==> config.mk <==
export PLATFORM = sky130hd
export DESIGN_NAME = mux_bus_master
export DESIGN_NICKNAME = d
export VERILOG_FILES = /design/src/rtl/mux_bus_pkg.sv /design/src/rtl/mux_bus_wait_ctr.sv /design/src/rtl/mux_bus_master.sv
export SDC_FILE = /design/constraint.sdc
export NUM_CORES = 1
export LEC_CHECK = 0
export ABC_AREA = 1
export ABC_CLOCK_PERIOD_IN_PS = 2430
export CORE_ASPECT_RATIO = 0.7
export CORE_UTILIZATION = 46
export CTS_BUF_LIST = sky130_fd_sc_hd__clkbuf_2 sky130_fd_sc_hd__clkbuf_4 sky130_fd_sc_hd__clkbuf_8
export DETAILED_ROUTE_END_ITERATION = 6
export PLACE_DENSITY = 0.92
export SYNTH_ARGS = -nofsm -noshare
export SYNTH_HDL_FRONTEND = slang
export SYNTH_SLANG_ARGS = --single-unit
==> constraint.sdc <==
create_clock -name clk -period 2.43 [get_ports clk]
set_input_delay 0.486 -clock clk [delete_from_list [all_inputs] [get_ports clk]]
set_output_delay 0.486 -clock clk [all_outputs]
set_load 0.03 [all_outputs]
==> src/rtl/mux_bus_pkg.sv <==
// Shared types and helpers for the multiplexed address/data bus master.
// Optional feature macro: MUX_BUS_TIMEOUT_EN (data-phase timeout abort).
package mux_bus_pkg;

    typedef enum logic [1:0] {
        ST_IDLE,
        ST_ADDR,
        ST_DATA,
        ST_TURN
    } state_t;

    localparam logic RW_READ  = 1'b1;
    localparam logic RW_WRITE = 1'b0;

    function automatic int ceil_div(input int a, input int b);
        return (a + b - 1) / b;
    endfunction

endpackage

==> src/rtl/mux_bus_wait_ctr.sv <==
// Single cycle counter shared by address-phase index, wait-state count and timeout.
// Optional feature macro: MUX_BUS_TIMEOUT_EN (enables the timeout flag).
module mux_bus_wait_ctr #(
    parameter int ADDR_PH     = 1,
    parameter int WAIT_STATES = 0,
    parameter int TIMEOUT_CYC = 16
) (
    input  logic clk,
    input  logic rst,
    input  logic clr,
    input  logic en,
    output logic addr_last,
    output logic wait_done,
    output logic tmo_done
);

    localparam int M1    = (ADDR_PH > WAIT_STATES + 1) ? ADDR_PH : WAIT_STATES + 1;
    localparam int CMAX  = (M1 > TIMEOUT_CYC) ? M1 : TIMEOUT_CYC;
    localparam int CTR_W = $clog2(CMAX + 1);

    logic [CTR_W-1:0] cnt;

    // Saturates so a stuck slave cannot wrap the count back into range.
    always_ff @(posedge clk or posedge rst) begin
        if (rst)
            cnt <= '0;
        else if (clr)
            cnt <= '0;
        else if (en && !(&cnt))
            cnt <= cnt + 1'b1;
    end

    assign addr_last = (cnt == CTR_W'(ADDR_PH - 1));

    generate
        if (WAIT_STATES == 0) begin : g_no_ws
            assign wait_done = 1'b1;
        end else begin : g_ws
            assign wait_done = (cnt >= CTR_W'(WAIT_STATES));
        end
    endgenerate

`ifdef MUX_BUS_TIMEOUT_EN
    assign tmo_done = (cnt == CTR_W'(TIMEOUT_CYC - 1));
`else
    assign tmo_done = 1'b0;
`endif

endmodule

==> src/rtl/mux_bus_master.sv <==
// Master for the multiplexed address/data bus: ALE address phases, strobed data phase, response pulse.
// Optional feature macro: MUX_BUS_TIMEOUT_EN (abort the data phase after TIMEOUT_CYC cycles).
module mux_bus_master
    import mux_bus_pkg::*;
#(
    parameter int DATA_W      = 8,
    parameter int ADDR_W      = 8,
    parameter int WAIT_STATES = 0,
    parameter int TIMEOUT_CYC = 16
) (
    input  logic              clk,
    input  logic              rst,
    input  logic              req_valid,
    output logic              req_ready,
    input  logic              req_write,
    input  logic [ADDR_W-1:0] req_addr,
    input  logic [DATA_W-1:0] req_wdata,
    output logic              rsp_valid,
    output logic [DATA_W-1:0] rsp_rdata,
    output logic              rsp_err,
    input  logic [DATA_W-1:0] bus_in,
    output logic [DATA_W-1:0] bus_out,
    output logic [DATA_W-1:0] bus_en,
    output logic              ale,
    output logic              bus_rw,
    output logic              bus_str,
    input  logic              bus_rdy
);

    localparam int ADDR_PH = ceil_div(ADDR_W, DATA_W);
    localparam int AP_W    = ADDR_PH * DATA_W;

    state_t            state, state_nxt;
    logic              wr_q, wr_now;
    logic [DATA_W-1:0] wdata_q;
    logic [AP_W-1:0]   addr_pad, addr_sh;
    logic              accept, done_ok;
    logic              addr_last, wait_done, tmo_done;

    logic              ready_d, rv_d, err_d, ale_d, rw_d, str_d;
    logic [DATA_W-1:0] rdata_d, out_d, en_d;

    assign accept   = req_valid && req_ready;
    assign addr_pad = AP_W'(req_addr);
    assign done_ok  = (state == ST_DATA) && wait_done && bus_rdy;
    assign wr_now   = (state == ST_IDLE) ? req_write : wr_q;

    mux_bus_wait_ctr #(
        .ADDR_PH     (ADDR_PH),
        .WAIT_STATES (WAIT_STATES),
        .TIMEOUT_CYC (TIMEOUT_CYC)
    ) u_ctr (
        .clk       (clk),
        .rst       (rst),
        .clr       (state_nxt != state),
        .en        (state != ST_IDLE),
        .addr_last (addr_last),
        .wait_done (wait_done),
        .tmo_done  (tmo_done)
    );

    always_ff @(posedge clk or posedge rst) begin
        if (rst) state <= ST_IDLE;
        else     state <= state_nxt;
    end

    always_comb begin
        state_nxt = state;
        case (state)
            ST_IDLE: if (accept) state_nxt = ST_ADDR;
            ST_ADDR: if (addr_last) state_nxt = ST_DATA;
            ST_DATA: if (done_ok || tmo_done) state_nxt = ST_TURN;
            ST_TURN: state_nxt = ST_IDLE;
            default: state_nxt = ST_IDLE;
        endcase
    end

    // Remaining address slices shift down so the next phase is always the low slice.
    always_ff @(posedge clk or posedge rst) begin
        if (rst) begin
            wr_q    <= 1'b0;
            wdata_q <= '0;
            addr_sh <= '0;
        end else if (accept) begin
            wr_q    <= req_write;
            wdata_q <= req_wdata;
            addr_sh <= addr_pad >> DATA_W;
        end else if (state == ST_ADDR) begin
            addr_sh <= addr_sh >> DATA_W;
        end
    end

    // Outputs are decoded from the next state and registered, so pads see no decode glitches.
    always_comb begin
        ready_d = 1'b0;
        rv_d    = 1'b0;
        rdata_d = '0;
        err_d   = 1'b0;
        out_d   = '0;
        en_d    = '0;
        ale_d   = 1'b0;
        rw_d    = RW_READ;
        str_d   = 1'b0;
        case (state_nxt)
            ST_IDLE: ready_d = 1'b1;
            ST_ADDR: begin
                ale_d = 1'b1;
                en_d  = '1;
                rw_d  = wr_now ? RW_WRITE : RW_READ;
                out_d = (state == ST_IDLE) ? addr_pad[DATA_W-1:0] : addr_sh[DATA_W-1:0];
            end
            ST_DATA: begin
                str_d = 1'b1;
                rw_d  = wr_q ? RW_WRITE : RW_READ;
                if (wr_q) begin
                    out_d = wdata_q;
                    en_d  = '1;
                end
            end
            ST_TURN: begin
                rv_d    = 1'b1;
                rw_d    = wr_q ? RW_WRITE : RW_READ;
                err_d   = tmo_done && !done_ok;
                rdata_d = (done_ok && !wr_q) ? bus_in : '0;
            end
            default: ready_d = 1'b1;
        endcase
    end

    always_ff @(posedge clk or posedge rst) begin
        if (rst) begin
            req_ready <= 1'b1;
            rsp_valid <= 1'b0;
            rsp_rdata <= '0;
            rsp_err   <= 1'b0;
            bus_out   <= '0;
            bus_en    <= '0;
            ale       <= 1'b0;
            bus_rw    <= RW_READ;
            bus_str   <= 1'b0;
        end else begin
            req_ready <= ready_d;
            rsp_valid <= rv_d;
            rsp_rdata <= rdata_d;
            rsp_err   <= err_d;
            bus_out   <= out_d;
            bus_en    <= en_d;
            ale       <= ale_d;
            bus_rw    <= rw_d;
            bus_str   <= str_d;
        end
    end

endmodule

======== Word-level counts from Yosys, hierarchy flattened ========
Index checks and enable logic that the tools add are counted.
storage, ports and cells
  register bits ........................... 53
  logic and storage cells ................. 58
  input bits .............................. 29
  output and inout bits ................... 30
operators by class
  reduce and logical (&&, ||, !) cells .... 14
  add/sub/neg operators ................... 1
  eq/ne operators ......................... 7
  mux-type cells .......................... 23
operator list
  cell                   number
  $mux W8                7
  $pmux W8 S2            2
  $mux W5                2
  $eq A2 B2 Y1 const B   4
  $pmux W2 S4            1
  $mux W1                7
  $mux W2                3
  $reduce_bool A2 Y1     3
  $add A5 B1 Y5 const B  1
  $logic_not A5 Y1       1
  $reduce_and A5 Y1      1
  $eq A2 B1 Y1 const B   2
  $logic_and A1 B1 Y1    4
  $logic_not A2 Y1       2
  $logic_not A1 Y1       2
  $ne A2 B2 Y1           1
  $pmux W1 S2            1
  $reduce_or A2 Y1       1

======== Logic depth before layout (Yosys ltp) ========
  depth in word-level cells ............... 7
  gate-level depth with buffers ........... 14
  mapped depth without buffers ............ 14

======== Modules after synthesis ========
Synthesis repeated with hierarchy kept, for this count alone.
second synthesis, totals
  cell total of the unflattened synthesis .. 194
  area total of the unflattened synthesis .. 1,742.9 µm²
by module, submodules not included
  module            instances  area each (µm²)  cells an instance
  mux_bus_master    1          1,425.1          152
  mux_bus_wait_ctr  1          317.8            42

======== Worst setup path before layout ========
OpenSTA, ideal clock, no wires.
  path kind ............................... reg-to-reg
  start point ............................. register u_ctr.cnt[0]
  end point ............................... register bus_out[0]
  required time ........................... 2.351 ns
  setup time .............................. 0.079 ns
  setup slack ............................. 0.686 ns
  cell stages (with the launch flop) ...... 14
  buffers on the path ..................... 0
  arrival time ............................ 1.665 ns
  path through ............................ dfrtp_1 > inv_1 > ha_1 > inv_1 > nor2_1 > nand2_1 > nand2_1 > nand3_1 > o21ai_0 > ha_1 > nand2_1 > inv_1 > nand2_1 > a21oi_1
on the way
  word-level cells in the longest chain between the ends .. 5
  elaborated cells on any way between the ends .. 6
ends and longest elaborated chain
  what                                                 RTL line                source
  from (decl)                                          mux_bus_wait_ctr.sv:21  logic [CTR_W-1:0] cnt;
  from (signal assigned)                               mux_bus_wait_ctr.sv:30  cnt <= cnt + 1'b1;
  $logic_not A5 Y1 *                                   mux_bus_wait_ctr.sv:33  assign addr_last = (cnt == CTR_W'(ADDR_PH - 1));
  $mux W2 *                                            mux_bus_master.sv:71    ST_ADDR: if (addr_last) state_nxt = ST_DATA;
  $pmux W2 S4 *                                        mux_bus_master.sv:69    case (state)
  via state_nxt[1]                                     mux_bus_master.sv:33    state_t state, state_nxt;
  $eq A2 B2 Y1 / $eq A2 B1 Y1 (equally long branches)  mux_bus_master.sv:104   case (state_nxt)
  $pmux W8 S2 *                                        mux_bus_master.sv:104
  via out_d[0]                                         mux_bus_master.sv:41    logic [DATA_W-1:0] rdata_d, out_d, en_d;
  to (signal assigned)                                 mux_bus_master.sv:146   bus_out <= out_d;
  to (decl)                                            mux_bus_master.sv:22    output logic [DATA_W-1:0] bus_out,
Mark *: on every way through the listed nets, which the timed path passes. The rest lies on a longest branch.
A chain may end at the register's enable or synchronous reset.

======== Worst setup path in the final report ========
  start point ............................. input bus_rdy
  end point ............................... register bus_out[3]
on the way
  word-level cells in the longest chain between the ends .. 5
  elaborated cells on any way between the ends .. 6
ends and longest elaborated chain
  what                                                 RTL line               source
  from (decl)                                          mux_bus_master.sv:27   input logic bus_rdy
  $logic_and A1 B1 Y1 *                                mux_bus_master.sv:45   assign done_ok = (state == ST_DATA) && wait_done && bus_rdy;
  $mux W2 *                                            mux_bus_master.sv:72   ST_DATA: if (done_ok || tmo_done) state_nxt = ST_TURN;
  $pmux W2 S4 *                                        mux_bus_master.sv:69
  via state_nxt[0]                                     mux_bus_master.sv:33
  $eq A2 B2 Y1 / $eq A2 B1 Y1 (equally long branches)  mux_bus_master.sv:104
  $pmux W8 S2 *                                        mux_bus_master.sv:104
  via out_d[3]                                         mux_bus_master.sv:41
Marks and branches as above.

==> results.toml <==
[status]
status = "finished clean"

[drt]
drt_iter0_markers = 60
routed_wl_um = 3607
postRouteAntennaNets = 0
drcViolationCount = 0
dr.pass1.iters = 4
via_per_inst = 4.701
num_vias = 1335
wl_per_cell_um = 12.70

[placement]
portBuffers = 57
dp_hpwl_um = 2591
gp_congestion = 0.8450

[cts]
numCtsBuffers = 5
cts_resized = 0
cts_max_path_buffers = 2
clkSlewWorstSetupHoldPaths_ns = 0.08
clock-root-buffer = "clkbuf_8"
cts_tree = "yes"
htree_num_levels = 2
post_cts_buffers = 0
clock_sinks = 38
clk_latency_ns = 0.29
cts-hold-fix-buffers = 0

[floorplanning]
start_util = 0.5046
ioPinCount = 59
die_w_um = 73.65
dieArea_um2 = 3841
row_count = 17
fp.dieH_um = 52.15
core_um2 = 3276

[grt]
grt_max_degree = 39
grt_pass1_wl_um = 5644
overflow = 0
track_usage = 0.2066
grt_pass1_vias = 1246
antenna_found_initial = 0

[worst_setup_path]
cp.required_ns = 2.64
start_kind = "input port"
arrival_ns = 2.34
path_class = "input port to flip-flop"
critPathMaxFanout = 8
end_kind = "flip-flop"

[sta]
fin_worst_skew_ns = 0.007444
finalSetupTns_ns = 0
max_freq_mhz = 470.7
drv_slew = 0
finalCritPeriodShare = 0.8742
fin_crit_ns = 2.124
finalHoldViolCount = 0
setup_viol = 0
rsz0062_at_grt = "no"
whs_ns = 0.4902

[synth]
yosysWarnings = 0
ys_types = 19
ys_seq_area_frac = 0.5768
synth_area_um2 = 1653
synth_nets = 215
yosys_register_bits = 38
postSynthCellCount = 179
syn_avg_cell_area_um2 = 9.234

[power]
vdd_drop_max_v = 0.0007008
p_per_area_nw_per_um2 = 1228
leakagePower_nw = 1.147

[layout]
n_antenna_cell = 0
final_nets = 272
post-route-util = 0.7242
syn2layout_area_growth_pct = 43.53
drive_gt1_frac = 0.06751

[job]
maxCapViolCount = 0

[hold_path]
hold_class = "flip-flop to flip-flop"
==> cells in the mapped netlist <==
master    number  area (µm²)
inv_1         20       75.07
conb_1         1       3.750
inv_2          1       3.750
nand3_1        3       15.01
nand3b_1       2       15.01
dfrtp_1       36       900.9
dfstp_2        2       52.55
nor2_4         3       33.78
a21oi_1       10       50.05
and3_1         1       6.260
o21ai_0        7       35.03
o211ai_1       1       7.510
nand2_1       54       202.7
nand2_2        1       6.260
clkinv_1       2       7.510
ha_1           7       87.58
xor2_1         3       26.28
nor2_1        17       63.81
buf_4          8       60.06
==> cell type report <==
type	instances	area [µm²]
tap	47	58.81
fill	255	903.4
sequential	38	953.4
timing repair buffer	58	578.1
inverter	23	86.33
clock buffer	6	82.58
clock inverter	2	60.06
multi-input combinational	110	553.0
==> critical path: stages <==
cell and delay (ns):
clkdlybuf4s50_1 0.46, nand2_1 0.05, nor2_1 0.21, nand3b_1 0.15
nand2_1 0.10, inv_1 0.12, ha_1 0.20, inv_1 0.10
nor2_4 0.22, nand2_1 0.09, a21oi_1 0.15
==> flip-flops by register name (all words and copies together) (netlist names), 2 cells and up <==
signal	count
rsp_rdata	8
state	2
wdata_q	8
bus_out	8
u_ctr.cnt	5
==> power by group <==
group | total (mW) | internal (mW) | leakage (nW) | switching [mW]
Combinational | 1.30 | 0.456 | 0.576 | 0.846
Sequential | 0.953 | 0.838 | 0.500 | 0.114
Clock | 0.659 | 0.438 | 0.0714 | 0.221
==> final timing paths <==
| path | from | end | slack [ns] | cells after the start |
|---|---|---|---|---|
| worst max-delay path | bus_rdy | bus_out[3]$_DFF_PP0_ | 0.31 | 11 |
| worst min-delay path | wdata_q[0]$_DFFE_PP0P_ | wdata_q[0]$_DFFE_PP0P_ | 0.49 | 2 |
| worst max register to register | u_ctr.cnt[0]$_DFFE_PP0P_ | bus_out[3]$_DFF_PP0_ | 0.32 | 13 |
| worst min register to register | wdata_q[0]$_DFFE_PP0P_ | wdata_q[0]$_DFFE_PP0P_ | 0.49 | 2 |
| max in group asynchronous | rst | bus_rw$_DFF_PP1_ | 1.48 | 3 |
| min in group asynchronous | rst | bus_out[7]$_DFF_PP0_ | 0.60 | 3 |
==> routing by layer <==
layer  GRT usage  share of wire  vias to the layer above
met4      0.1026          0.016                        0
met3     0.05233          0.074                        7
li1            -              -                      652
met5           0              0                        -
met1      0.2589           0.44                      619
met2      0.3349           0.47                       57
==> layout by cell type (no fill, tap or decap) <==
cell	count
conb_1	1
o211ai_1	1
dfstp_2	2
nor2_1	17
xor2_1	3
inv_2	1
bufinv_16	2
buf_4	1
nand3_1	3
nand3b_1	2
a21oi_1	10
clkinv_1	2
clkbuf_8	6
inv_1	20
nor2_4	3
dfrtp_1	36
clkdlybuf4s50_1	57
and3_1	1
nand2_2	1
ha_1	7
o21ai_0	7
nand2_1	54
==> kinds of logic (layout without fill, tap and decap cells) <==
group / Yosys count / count (layout) / share of synthesized area
AND/OR/NAND/NOR: 81 / 81 / 0.2074
other: 1 / 1 / 0.002269
flip-flops: 38 / 38 / 0.5768
XOR/XNOR: 3 / 3 / 0.01590
AO/OA/AOI/OAI: 18 / 18 / 0.05602
adder cells (fa/ha/maj): 7 / 7 / 0.05299
buffers and inverters: 31 / 89 / 0.08857
==> through the flow <==
step	cells	worst slack (ns)	instance area [µm²]	total power, mW
floorplan	179	0.6863	1653	1.808
global placement	276	0.1916	2230	2.177
detailed placement	276	0.04009	2230	2.239
CTS	284	0.3185	2372	2.909
global route	284	0.09596	2372	3.086
finish	284	0.3057	2372	2.913
Power figures use the tool's default switching activity.
